`config.mk`:
```
export PLATFORM = sky130hd
export DESIGN_NAME = coreport_arb
export DESIGN_NICKNAME = d
export VERILOG_FILES = /design/src/rtl/coreport_arb.sv
export SDC_FILE = /design/constraint.sdc
export NUM_CORES = 1
export LEC_CHECK = 0
export ABC_CLOCK_PERIOD_IN_PS = 1150
export CORE_MARGIN = 2
export CORE_UTILIZATION = 24
export DETAILED_ROUTE_END_ITERATION = 16
export HOLD_SLACK_MARGIN = 0.12
export PLACE_DENSITY = 0.76
export SYNTH_ARGS = -nofsm -noshare
export SYNTH_HDL_FRONTEND = slang
export SYNTH_SLANG_ARGS = --single-unit
```
`constraint.sdc`:
```
create_clock -name wb_clk -period 1.15 [get_ports wb_clk]
set_input_delay 0.2875 -clock wb_clk [delete_from_list [all_inputs] [get_ports wb_clk]]
set_output_delay 0.2875 -clock wb_clk [all_outputs]
set_load 0.005 [all_outputs]
```
`src/rtl/coreport_arb.sv`:
```
// Round-robin Wishbone arbiter in front of the coreport GPIO slave.
// One master owns the slave for its whole bus cycle (cyc high). A per-transfer
// watchdog turns a stalled strobe into a one-cycle error to the owner.
module coreport_arb #(
  parameter int NUM_MASTERS = 2,
  parameter int DW          = 8,
  parameter int AW          = 32,
  parameter int TIMEOUT     = 15
) (
  input  logic                      wb_clk,
  input  logic                      wb_rst_n,
  input  logic [NUM_MASTERS-1:0]    m_cyc_i,
  input  logic [NUM_MASTERS-1:0]    m_stb_i,
  input  logic [NUM_MASTERS-1:0]    m_we_i,
  input  logic [NUM_MASTERS*AW-1:0] m_adr_i,
  input  logic [NUM_MASTERS*DW-1:0] m_dat_i,
  output logic [DW-1:0]             m_dat_o,
  output logic [NUM_MASTERS-1:0]    m_ack_o,
  output logic [NUM_MASTERS-1:0]    m_err_o,
  output logic                      s_cyc_o,
  output logic                      s_stb_o,
  output logic                      s_we_o,
  output logic [AW-1:0]             s_adr_o,
  output logic [DW-1:0]             s_dat_o,
  input  logic [DW-1:0]             s_dat_i,
  input  logic                      s_ack_i,
  input  logic                      s_err_i,
  output logic [NUM_MASTERS-1:0]    gnt_o,
  output logic                      busy_o
);

  localparam int LW         = (NUM_MASTERS > 1) ? $clog2(NUM_MASTERS) : 1;
  localparam int CW         = (TIMEOUT > 0) ? $clog2(TIMEOUT + 1) : 1;
  localparam int CNT_LAST_I = (TIMEOUT > 0) ? TIMEOUT - 1 : 0;
  localparam logic [CW-1:0] CNT_LAST = CW'(CNT_LAST_I);
  localparam logic [LW-1:0] LAST_RST = LW'(NUM_MASTERS - 1);

  typedef enum logic {IDLE = 1'b0, OWN = 1'b1} state_t;

  state_t                 state_q, state_d;
  logic [NUM_MASTERS-1:0] gnt_q, gnt_d;
  logic [LW-1:0]          last_q, last_d;   // also the current owner while in OWN
  logic [CW-1:0]          cnt_q, cnt_d;
  logic                   err_q, err_d;
  logic [LW-1:0]          win;
  logic                   found;
  logic                   stall;

  // Round-robin search: first requester strictly after last, then wrap around.
  always_comb begin
    win   = last_q;
    found = 1'b0;
    for (int k = 0; k < NUM_MASTERS; k++) begin
      if (!found && (LW'(k) > last_q) && m_cyc_i[k]) begin
        found = 1'b1;
        win   = LW'(k);
      end
    end
    for (int k = 0; k < NUM_MASTERS; k++) begin
      if (!found && (LW'(k) <= last_q) && m_cyc_i[k]) begin
        found = 1'b1;
        win   = LW'(k);
      end
    end
  end

  // Route the owner's bus to the slave and the slave's responses to the owner only.
  always_comb begin
    s_cyc_o = 1'b0;
    s_stb_o = 1'b0;
    s_we_o  = 1'b0;
    s_adr_o = '0;
    s_dat_o = '0;
    m_ack_o = '0;
    m_err_o = '0;
    if (state_q == OWN) begin
      for (int k = 0; k < NUM_MASTERS; k++) begin
        if (LW'(k) == last_q) begin
          s_cyc_o    = m_cyc_i[k];
          s_stb_o    = m_stb_i[k] & ~err_q;
          s_we_o     = m_we_i[k];
          s_adr_o    = m_adr_i[k*AW +: AW];
          s_dat_o    = m_dat_i[k*DW +: DW];
          m_ack_o[k] = s_ack_i;
          m_err_o[k] = s_err_i | err_q;
        end
      end
    end
  end

  assign m_dat_o = s_dat_i;
  assign gnt_o   = gnt_q;
  assign busy_o  = (state_q == OWN);
  assign stall   = s_stb_o & ~s_ack_i & ~s_err_i;

  // Grant FSM: IDLE picks a winner, OWN holds it until the owner drops cyc.
  always_comb begin
    state_d = state_q;
    gnt_d   = gnt_q;
    last_d  = last_q;
    case (state_q)
      IDLE: begin
        if (|m_cyc_i) begin
          state_d    = OWN;
          gnt_d      = '0;
          gnt_d[win] = 1'b1;
          last_d     = win;
        end
      end
      OWN: begin
        if (!s_cyc_o) begin
          state_d = IDLE;
          gnt_d   = '0;
        end
      end
      default: begin
        state_d = IDLE;
        gnt_d   = '0;
      end
    endcase
  end

  // Watchdog: count stalled strobe cycles; the pulse fires on the edge where the
  // count would reach TIMEOUT, so an ack at TIMEOUT-1 still wins.
  always_comb begin
    cnt_d = '0;
    err_d = 1'b0;
    if ((TIMEOUT > 0) && (state_q == OWN) && stall) begin
      if (cnt_q == CNT_LAST) begin
        cnt_d = '0;
        err_d = s_cyc_o;
      end else begin
        cnt_d = cnt_q + 1'b1;
      end
    end
  end

  // State registers with synchronous active-low reset.
  always_ff @(posedge wb_clk) begin
    if (!wb_rst_n) begin
      state_q <= IDLE;
      gnt_q   <= '0;
      last_q  <= LAST_RST;
      cnt_q   <= '0;
      err_q   <= 1'b0;
    end else begin
      state_q <= state_d;
      gnt_q   <= gnt_d;
      last_q  <= last_d;
      cnt_q   <= cnt_d;
      err_q   <= err_d;
    end
  end

endmodule

```
==> impl_results.md, run 1 <==
* CTS tree: yes
* Met3 usage at 0.03605
* Placement Setup Slack at -0.6920 ns
* CTS max path bufs at 2
* Synthesized area at 1313 um2
* Final Hold Fails at 0
* Leakage at 1.524 nW
* Die Width at 77.95 um
* Vias in the first global route at 1734
* Reg2reg path depth at 7
* DR vias at 1698
* Tmin final at 1.632 ns
* Worst Setup Path Type: flip-flop to primary output
* Cell depth of the worst hold path at 2
* DIE AREA at 6076 um2
* Worst-Skew Late Latency at 0.24 ns
* Final ANT Viol Nets at 0
* Crit Reg-Reg Endpoint: cnt_q[0]
* Final Cycle Share at 1.419
* CP endpoint kind: primary output
* GRT met1 Usage at 0.1950
* RSZ-0062 raised after global routing: true
* Worst slew margin at 0.8144
* Largest net degree at the start of global routing at 19
* Worst Clk Skew at 0.001413 ns
* H-tree depth at 1
* Initial antenna violation count at 0
* Global route total overflow at 0
* Post-Syn Instances at 157
* Power density cells at 622.5 nW/um2
* Max Clock Freq at 0.6127 GHz
* Worst path arrival time at 1.34 ns
* Yosys reg bits at 9
* Root buffer cell: clkbuf_8
* # fillers at 465
* Final #Nets at 415
* M2 GR Usage at 0.3259
* R2r setup slk at -0.37 ns
* First drt pass iteration count at 4
* Die Height at 77.95 um
* Drt via density at 4.422
* Post-layout util at 0.5793
* Yosys cell types at 29
* Clock buffer count from CTS at 3
* Hold endpoint: gnt_o[0]
* Starting Density at 0.2522
* Mapped Nets at 257
* Worst endpoint required time at 0.86 ns
* Crit start category: flip-flop
* Final hold slack at 0.4967 ns
* N_diodes at 0
* WL final at 5.495 mm
* Initial DRC count at 36
* Total track usage at 0.1733
* Worst-Margin Slew at 0.2772 ns
* Busiest grt layer: met2
* Layout cells sized above 1 at 0.3439
* CP Max Fanout at 6
* Gp weighted congestion at 0.7702
* PnR worst setup slack at -0.4820 ns
* Final setup vio count at 53
* Setup TNS at -18.70 ns
* Post-CTS Hold Buffers at 0
* DP HPWL at 3.919 mm
* R2R Path Start: last_q
* Core area at 5205 um2
* Status: finished with violations
* Mean Syn Cell Area at 8.360 um2
* Post-synth top area share at 0.3279
* Port-buffer cells at 139
* Hold_sp: gnt_o[0]
* Failing checks: negative setup slack
* Maxcap violations at 0
* Synth Warn # at 0
* Clk sinks at 9
* Count of pins over their slew limit at 0
* First-pass GRT wire length at 8.404 mm
* Max VDD drop at 0.0003565 V
* Min-Delay Path Class: flip-flop to flip-flop
* Area grow syn2layout at 129.7%
* Clk slew on worst S/H paths at 0.05 ns
* Drt drc at 0
* I/O Pins at 156
* Row count at 26
* Wirelength per Cell at 14.31 um
* Area contributors post-synth: mux2i_1, nor2b_1, dfxtp_1
* Register area share after synthesis at 0.1373
* Cell taking the most area after synthesis: mux2i_1
## worst max-delay path, cell delays in order, from the launching register on
cell and delay, ns:
dfxtp_4 0.37, buf_6 0.12, buf_6 0.12, mux2i_4 0.18, nor3b_2 0.18, buf_2 0.14
## placed cells by master, fill, tap and decap left out, types with 2 or more instances in the layout
cell             count
clkdlybuf4s50_1     87
buf_2               48
nor2b_1             41
mux2i_1             37
buf_6               12
buf_4               12
dfxtp_1              7
buf_16               6
mux2i_2              5
and3_1               4
nor3b_2              3
inv_1                3
a21oi_2              3
clkbuf_8             3
nor2_2               2
and3b_1              2
nor3_2               2
nor2_1               2
o21ai_1              2
a21boi_1             2
o21ai_0              2
ha_1                 2
dfxtp_4              2
dlymetal6s2s_1       2
buf_12               2
buf_8                2
## synthesized netlist by cell type
library cell  number
nor2_1             4
o21ai_0            4
a21boi_1           1
nor3b_1            1
nor2b_1           43
ha_1               2
and3b_1            2
a22o_1             1
mux2i_1           43
nand2_1            2
nand4b_1           1
buf_2              2
clkbuf_1           5
nand3_1            1
nor3b_2            2
o22ai_1            1
buf_4             12
nand4bb_4          1
inv_1              3
nor3_2             2
and4_1             1
nand2b_1           2
dfxtp_1            9
o211ai_1           1
buf_6              1
a21oi_1            4
a211o_1            1
a21boi_0           1
and3_1             4
## area by class of cell
type                            count  area (um2)  share of cell area
Timing Repair Buffer              173        1615              0.5357
Multi-Input combinational cell    125        1069              0.3544
Sequential cell                     9       187.7             0.06224
Tap cell                           70       87.58             0.02905
Clock buffer                        4       45.04             0.01494
Inverter                            3       11.26            0.003734
## state kept, by name, summed over array words and instances (netlist names)
name	flops
err_q	1
cnt_q	4
last_q	1
busy_o	1
gnt_o	2
## worst max-delay path by stage
stage,startpoint,to,slack (ns),cells past startpoint
4_1_cts,last_q,s_stb_o,-0.50,5
3_5_place_dp,m_cyc_i[1],s_cyc_o,-0.69,4
3_3_place_gp,m_cyc_i[1],s_cyc_o,-0.67,4
5_1_grt,last_q,s_stb_o,-0.53,5
6_report,last_q,s_stb_o,-0.48,5
2_1_floorplan,last_q,s_adr_o[10],-0.007,4
## per-stage QoR
| step | power [W] | instances | cell area (um2) |
|---|---|---|---|
| 5_1_grt | 0.001991 | 384 | 3015 |
| 4_1_cts | 0.001883 | 382 | 2985 |
| 2_1_floorplan | 0.0007444 | 157 | 1321 |
| 6_report | 0.001877 | 384 | 3015 |
| 3_3_place_gp | 0.001353 | 361 | 2813 |
| 3_5_place_dp | 0.001360 | 361 | 2813 |
## cells by family (layout without fill, tap and decap cells)
family,Yosys count,after routing,synth area share
fa+ha+maj,2,2,0.01906
buf+inv,23,180,0.1077
simple gates,66,66,0.3422
flops,9,9,0.1373
compound gates,14,14,0.06579
mux,43,43,0.3279
## routing by layer
layer | part of all wire | wire length [um]
met4 | 0.021 | 116
met3 | 0.063 | 348
met1 | 0.38 | 2102
met5 | 0 | 0
met2 | 0.53 | 2928
## where the power goes
part           leakage [nW]  internal (W)  switching [W]
registers            0.0741      0.000325      0.0000158
logic                  1.43      0.000774       0.000379
clock network        0.0228      0.000243       0.000141
total                  1.52       0.00134       0.000536
## timing repair
action                                  in CTS  in global routing
endpoints found under the hold margin        0                  0
setup buffers                               13                  4
endpoints found under the setup margin      57                 58
pin swaps                                    3                  6
gates resized for setup                    227                 18
gates cloned                                 7                  0
Power figures use the tool's default switching activity.
==> run 2, diff against run 1 <==
==> config.mk (replaced) <==
export PLATFORM = sky130hd
export DESIGN_NAME = coreport_arb
export DESIGN_NICKNAME = d
export VERILOG_FILES = /design/src/rtl/coreport_arb.sv
export SDC_FILE = /design/constraint.sdc
export NUM_CORES = 1
export LEC_CHECK = 0
export ABC_CLOCK_PERIOD_IN_PS = 1970
export CORE_MARGIN = 2
export CORE_UTILIZATION = 29
export DETAILED_ROUTE_END_ITERATION = 16
export HOLD_SLACK_MARGIN = 0.12
export PLACE_DENSITY = 0.86
export SYNTH_ARGS = -nofsm -noshare
export SYNTH_HDL_FRONTEND = slang
export SYNTH_SLANG_ARGS = --single-unit
==> constraint.sdc (replaced) <==
create_clock -name wb_clk -period 1.97 [get_ports wb_clk]
set_input_delay 0.4925 -clock wb_clk [delete_from_list [all_inputs] [get_ports wb_clk]]
set_output_delay 0.4925 -clock wb_clk [all_outputs]
set_load 0.005 [all_outputs]
==> impl_results.md, run 2 (synthesis gave the netlist of run 1 again) <==
* CTS tree: yes
* Area grow syn2layout at 118.9%
* Vias in the first global route at 1593
* Worst-Skew Late Latency at 0.23 ns
* Die Height at 71.28 um
* Max Clock Freq at 0.5200 GHz
* Max reg flops at 4
* DR vias at 1646
* Metal2 WL at 2.732 mm
* H-tree depth at 1
* DP HPWL at 4.127 mm
* Psw at 0.0002698 W
* First drt pass iteration count at 4
* Seq pwr share at 0.200
* CP Max Fanout at 15
* Wirelength per Cell at 14.73 um
* Routed wl met3 at 349 um
* Worst slew margin at 0.8472
* Drt via density at 4.703
* Switching share of power at 0.2704
* Total track usage at 0.1856
* Layout cells sized above 1 at 0.1074
* Dpl cell area at 2768 um2
* Clock buffer count from CTS at 3
* Row count at 24
* I/O Pins at 156
* WL final at 5.154 mm
* Largest net degree at the start of global routing at 45
* Count of pins over their slew limit at 0
* N_diodes at 0
* Clock power frac at 0.212
* Commonest cells after routing, fill and taps aside: clkdlybuf4s50_1, nor2b_1, mux2i_1
* Min-Delay Path Class: flip-flop to flip-flop
* Die Width at 71.28 um
* Combinational group share of total power at 0.588
* Worst endpoint required time at 1.48 ns
* # fillers at 357
* Global route total overflow at 0
* Starting Density at 0.3014
* Post-CTS Hold Buffers at 0
* Worst Clk Skew at 0.001164 ns
* Gp weighted congestion at 0.7836
* Final Cycle Share at 0.9762
* CTS max path bufs at 2
* Drt drc at 0
* First-pass GRT wire length at 7.576 mm
* Worst path arrival time at 1.43 ns
* Status: completed
* Largest Register: cnt_q
* Final setup vio count at 0
* Final #Nets at 399
* Final ANT Viol Nets at 0
* Power density cells at 347.4 nW/um2
* Final hold slack at 0.4925 ns
* Root buffer cell: clkbuf_8
* DIE AREA at 5080 um2
* Initial antenna violation count at 0
* Maxcap violations at 0
* Leakage at 1.454 nW
* Tmin final at 1.923 ns
* Final Hold Fails at 0
* Final Cell Area at 2873 um2
* Multi-input gate area at 998.5 um2
* Clk slew on worst S/H paths at 0.05 ns
* Max VDD drop at 0.0002180 V
* Crit start category: flip-flop
* Pwr Total at 0.0009979 W
* Port-buffer cells at 139
* Cell depth of the worst hold path at 2
* Reg2reg path depth at 6
* Clk sinks at 9
* Most common cell after layout, fill and taps aside: clkdlybuf4s50_1
* Int Pwr at 0.0007281 W
* RSZ-0062 raised after global routing: false
* CP endpoint kind: primary output
* Initial DRC count at 62
* DRT met1 WL at 1.940 mm
* Core area at 4354 um2
* Worst-Margin Slew at 0.2229 ns
* Reg area at 183.9 um2
* Worst Setup Path Type: flip-flop to primary output
* Top layer in use: met4
## run 2: final timing paths
check | startpoint | to | slack [ns]
setup / recovery | last_q | m_ack_o[1] | 0.05
hold / removal | gnt_o[1] | gnt_o[1] | 0.49
setup reg to reg | last_q | cnt_q[1] | 0.56
hold reg to reg | gnt_o[1] | gnt_o[1] | 0.49
## run 2: area by class of cell
| class | instances | share of cell area |
|---|---|---|
| Timing Repair Buffer | 157 | 0.5462 |
| Multi-Input combinational cell | 125 | 0.3476 |
| Sequential cell | 9 | 0.06402 |
| Tap cell | 52 | 0.02265 |
| Clock buffer | 4 | 0.01568 |
| Inverter | 3 | 0.003920 |
## run 2: what timing repair did
action                     4_1_cts  5_1_grt
pin swaps                        0        1
setup endpoints to repair       47       21
gates resized for setup         54       15
buffers inserted                 2        1
cloned                           0        3
## run 2: worst max-delay path, cell delays in order (launching register included)
cell and delay [ns]:
dfxtp_4 0.40, buf_12 0.16, and3_1 0.15, clkdlybuf4s50_1 0.49
## run 2: per-stage QoR
| step | utilization | setup WS (ns) | std cells | setup TNS [ns] |
|---|---|---|---|---|
| global placement | 0.6356 | -0.2939 | 340 | -7.368 |
| detailed placement | 0.6356 | -0.3005 | 340 | -7.993 |
| floorplan | - | 0.5192 | 157 | 0 |
| global route | 0.6598 | 0.0006897 | 350 | 0 |
| CTS | 0.6425 | 0.001976 | 346 | 0 |
| finish | 0.6598 | 0.04696 | 350 | 0 |
## run 2: routing by layer
| metal | vias to the layer above | track usage |
|---|---|---|
| met4 | 0 | 0.06289 |
| met2 | 76 | 0.3477 |
| met5 | - | 0 |
| li1 | 813 | - |
| met1 | 745 | 0.2057 |
| met3 | 12 | 0.03938 |
## run 2: power groups by stage
stage,Clock [W],Sequential [W],Combinational (W)
after floorplan,0,0.000197,0.000234
after global placement,0,0.000205,0.000578
after detailed placement,0,0.000205,0.000585
after CTS,0.000218,0.000200,0.000558
after global routing,0.000228,0.000200,0.000631
final,0.000211,0.000200,0.000587
==> run 3, diff against run 2 <==
--- a/config.mk
+++ b/config.mk
@@ -6,11 +6,14 @@
 export NUM_CORES = 1
 export LEC_CHECK = 0
 export ABC_CLOCK_PERIOD_IN_PS = 1970
-export CORE_MARGIN = 2
-export CORE_UTILIZATION = 29
+export CORE_AREA = 2 2 60 62
 export DETAILED_ROUTE_END_ITERATION = 16
+export DIE_AREA = 0 0 62 64
+export DONT_BUFFER_PORTS = 1
 export HOLD_SLACK_MARGIN = 0.12
-export PLACE_DENSITY = 0.86
+export PLACE_DENSITY = 0.53
+export REMOVE_ABC_BUFFERS = 1
+export SKIP_LAST_GASP = 1
 export SYNTH_ARGS = -nofsm -noshare
 export SYNTH_HDL_FRONTEND = slang
 export SYNTH_SLANG_ARGS = --single-unit
==> impl_results.md, run 3 (synthesis gave the netlist of run 1 again) <==
* Initial antenna violation count at 0
* CP endpoint kind: primary output
* Starting Density at 0.3996
* First-pass GRT wire length at 5.071 mm
* CP max-delay cell: dfxtp_2
* Post-CTS Setup Inserts at 0
* Core area at 3284 um2
* Worst-Margin Slew at 0.3049 ns
* Drt drc at 0
* H-tree depth at 1
* CP Max Fanout at 24
* Worst path arrival time at 1.31 ns
* Die Width at 62 um
* Post-CTS Hold Buffers at 0
* WL final at 3.650 mm
* N_diodes at 0
* DR vias at 1040
* Worst-Skew Late Latency at 0.27 ns
* Worst endpoint required time at 1.48 ns
* Final #Nets at 246
* Final setup vio count at 0
* Crit start category: flip-flop
* Layout cells sized above 1 at 0.08966
* Worst slew margin at 0.7968
* Buf/Inv on CP at 1
* CTS max path bufs at 2
* Tmin final at 1.801 ns
* Clk slew on worst S/H paths at 0.06 ns
* Count of pins over their slew limit at 0
* Status: completed
* Drt via density at 5.445
* Row count at 21
* Vias in the first global route at 1028
* Area grow syn2layout at -0.1904%
* Wirelength per Cell at 19.11 um
* Max reg flops at 4
* Cells after DPL at 187
* Maxcap violations at 0
* Worst Setup Path Type: flip-flop to primary output
* CP delay by family, top: flip-flops
* Setup TNS at 0 ns
* R2r setup slk at 0.66 ns
* Cells along the critical path: buf_4, mux2i_1, nor2b_1
* First drt pass iteration count at 4
* I/O Pins at 156
* Max VDD drop at 0.0001899 V
* Root buffer cell: clkbuf_4
* Commonest cells after routing, fill and taps aside: mux2i_1, nor2b_1, dfxtp_1
* DIE AREA at 3968 um2
* Global route total overflow at 0
* Die Height at 64 um
* Final Cycle Share at 0.9144
* Largest Register: cnt_q
* Largest net degree at the start of global routing at 32
* CP max stage delay at 0.35 ns
* Total track usage at 0.1685
* Non-filler instance count after layout at 191
* Final Hold Fails at 0
* Post-CTS resize count at 0
* CTS tree: yes
* Power density cells at 449.8 nW/um2
* Final ANT Viol Nets at 0
* Gp weighted congestion at 0.8054
* Final hold slack at 0.3139 ns
* Clk sinks at 9
* Max Clock Freq at 0.5551 GHz
* Port-buffer cells at 0
* RSZ-0062 raised after global routing: false
* Worst Clk Skew at 0.006987 ns
* Min-Delay Path Class: primary input to flip-flop
* Initial DRC count at 26
* Leakage at 0.6846 nW
* Clock buffer count from CTS at 3
* DP HPWL at 3.076 mm
-- run 3: changes by cell type in the layout (fill, tap and decap cells not counted), moves of 3 or more --
| cell | change |
|---|---|
| clkbuf_8 | -3 |
| clkdlybuf4s50_1 | -92 |
| buf_4 | -7 |
| clkdlybuf4s15_1 | -10 |
| clkbuf_4 | +3 |
| dlygate4sd2_1 | -34 |
-- run 3: layout make-up --
type | count | area, um2
Fill cell | 347 | 1974
Multi-Input combinational cell | 125 | 991.0
Sequential cell | 9 | 181.4
Tap cell | 46 | 57.56
Timing Repair Buffer | 4 | 42.54
Clock buffer | 4 | 26.28
Inverter | 3 | 11.26
-- run 3: worst paths after layout --
check             startpoint        to  depth (start not counted)
setup / recovery      last_q   s_cyc_o                          3
hold / removal      wb_rst_n    last_q                          1
hold reg to reg     gnt_o[0]  gnt_o[0]                          2
setup reg to reg      last_q     err_q                          4
-- run 3: through the flow --
stage                     worst slack [ns]    util  power [W]  cell area (um2)
after floorplan                    -0.8262       -  0.0004084             1182
after global placement              0.4836  0.3909  0.0004444             1284
after detailed placement            0.4634  0.3909  0.0004517             1284
after CTS                           0.1631  0.3989  0.0005950             1310
after global routing               0.07698  0.3989  0.0006272             1310
final                               0.1686  0.3989  0.0005892             1310
-- run 3: per-layer routing --
layer	GRT usage	routed length, um
met5	0	0
met4	0.03989	36
met3	0.05466	305
met2	0.2969	1997
met1	0.1887	1309
-- run 3: worst register-to-register path, cell delays in order, from the launching register on --
cell     delay, ns
dfxtp_2       0.35
buf_4         0.31
mux2i_1       0.15
nor2b_1       0.23
and4_1        0.21
-- run 3: where the power goes --
| group | total (W) | internal, W | switching, W |
|---|---|---|---|
| Sequential | 0.000196 | 0.000190 | 0.00000601 |
| Combinational | 0.000249 | 0.000120 | 0.000129 |
| Clock | 0.000145 | 0.0000782 | 0.0000664 |
| Total | 0.000589 | 0.000387 | 0.000202 |
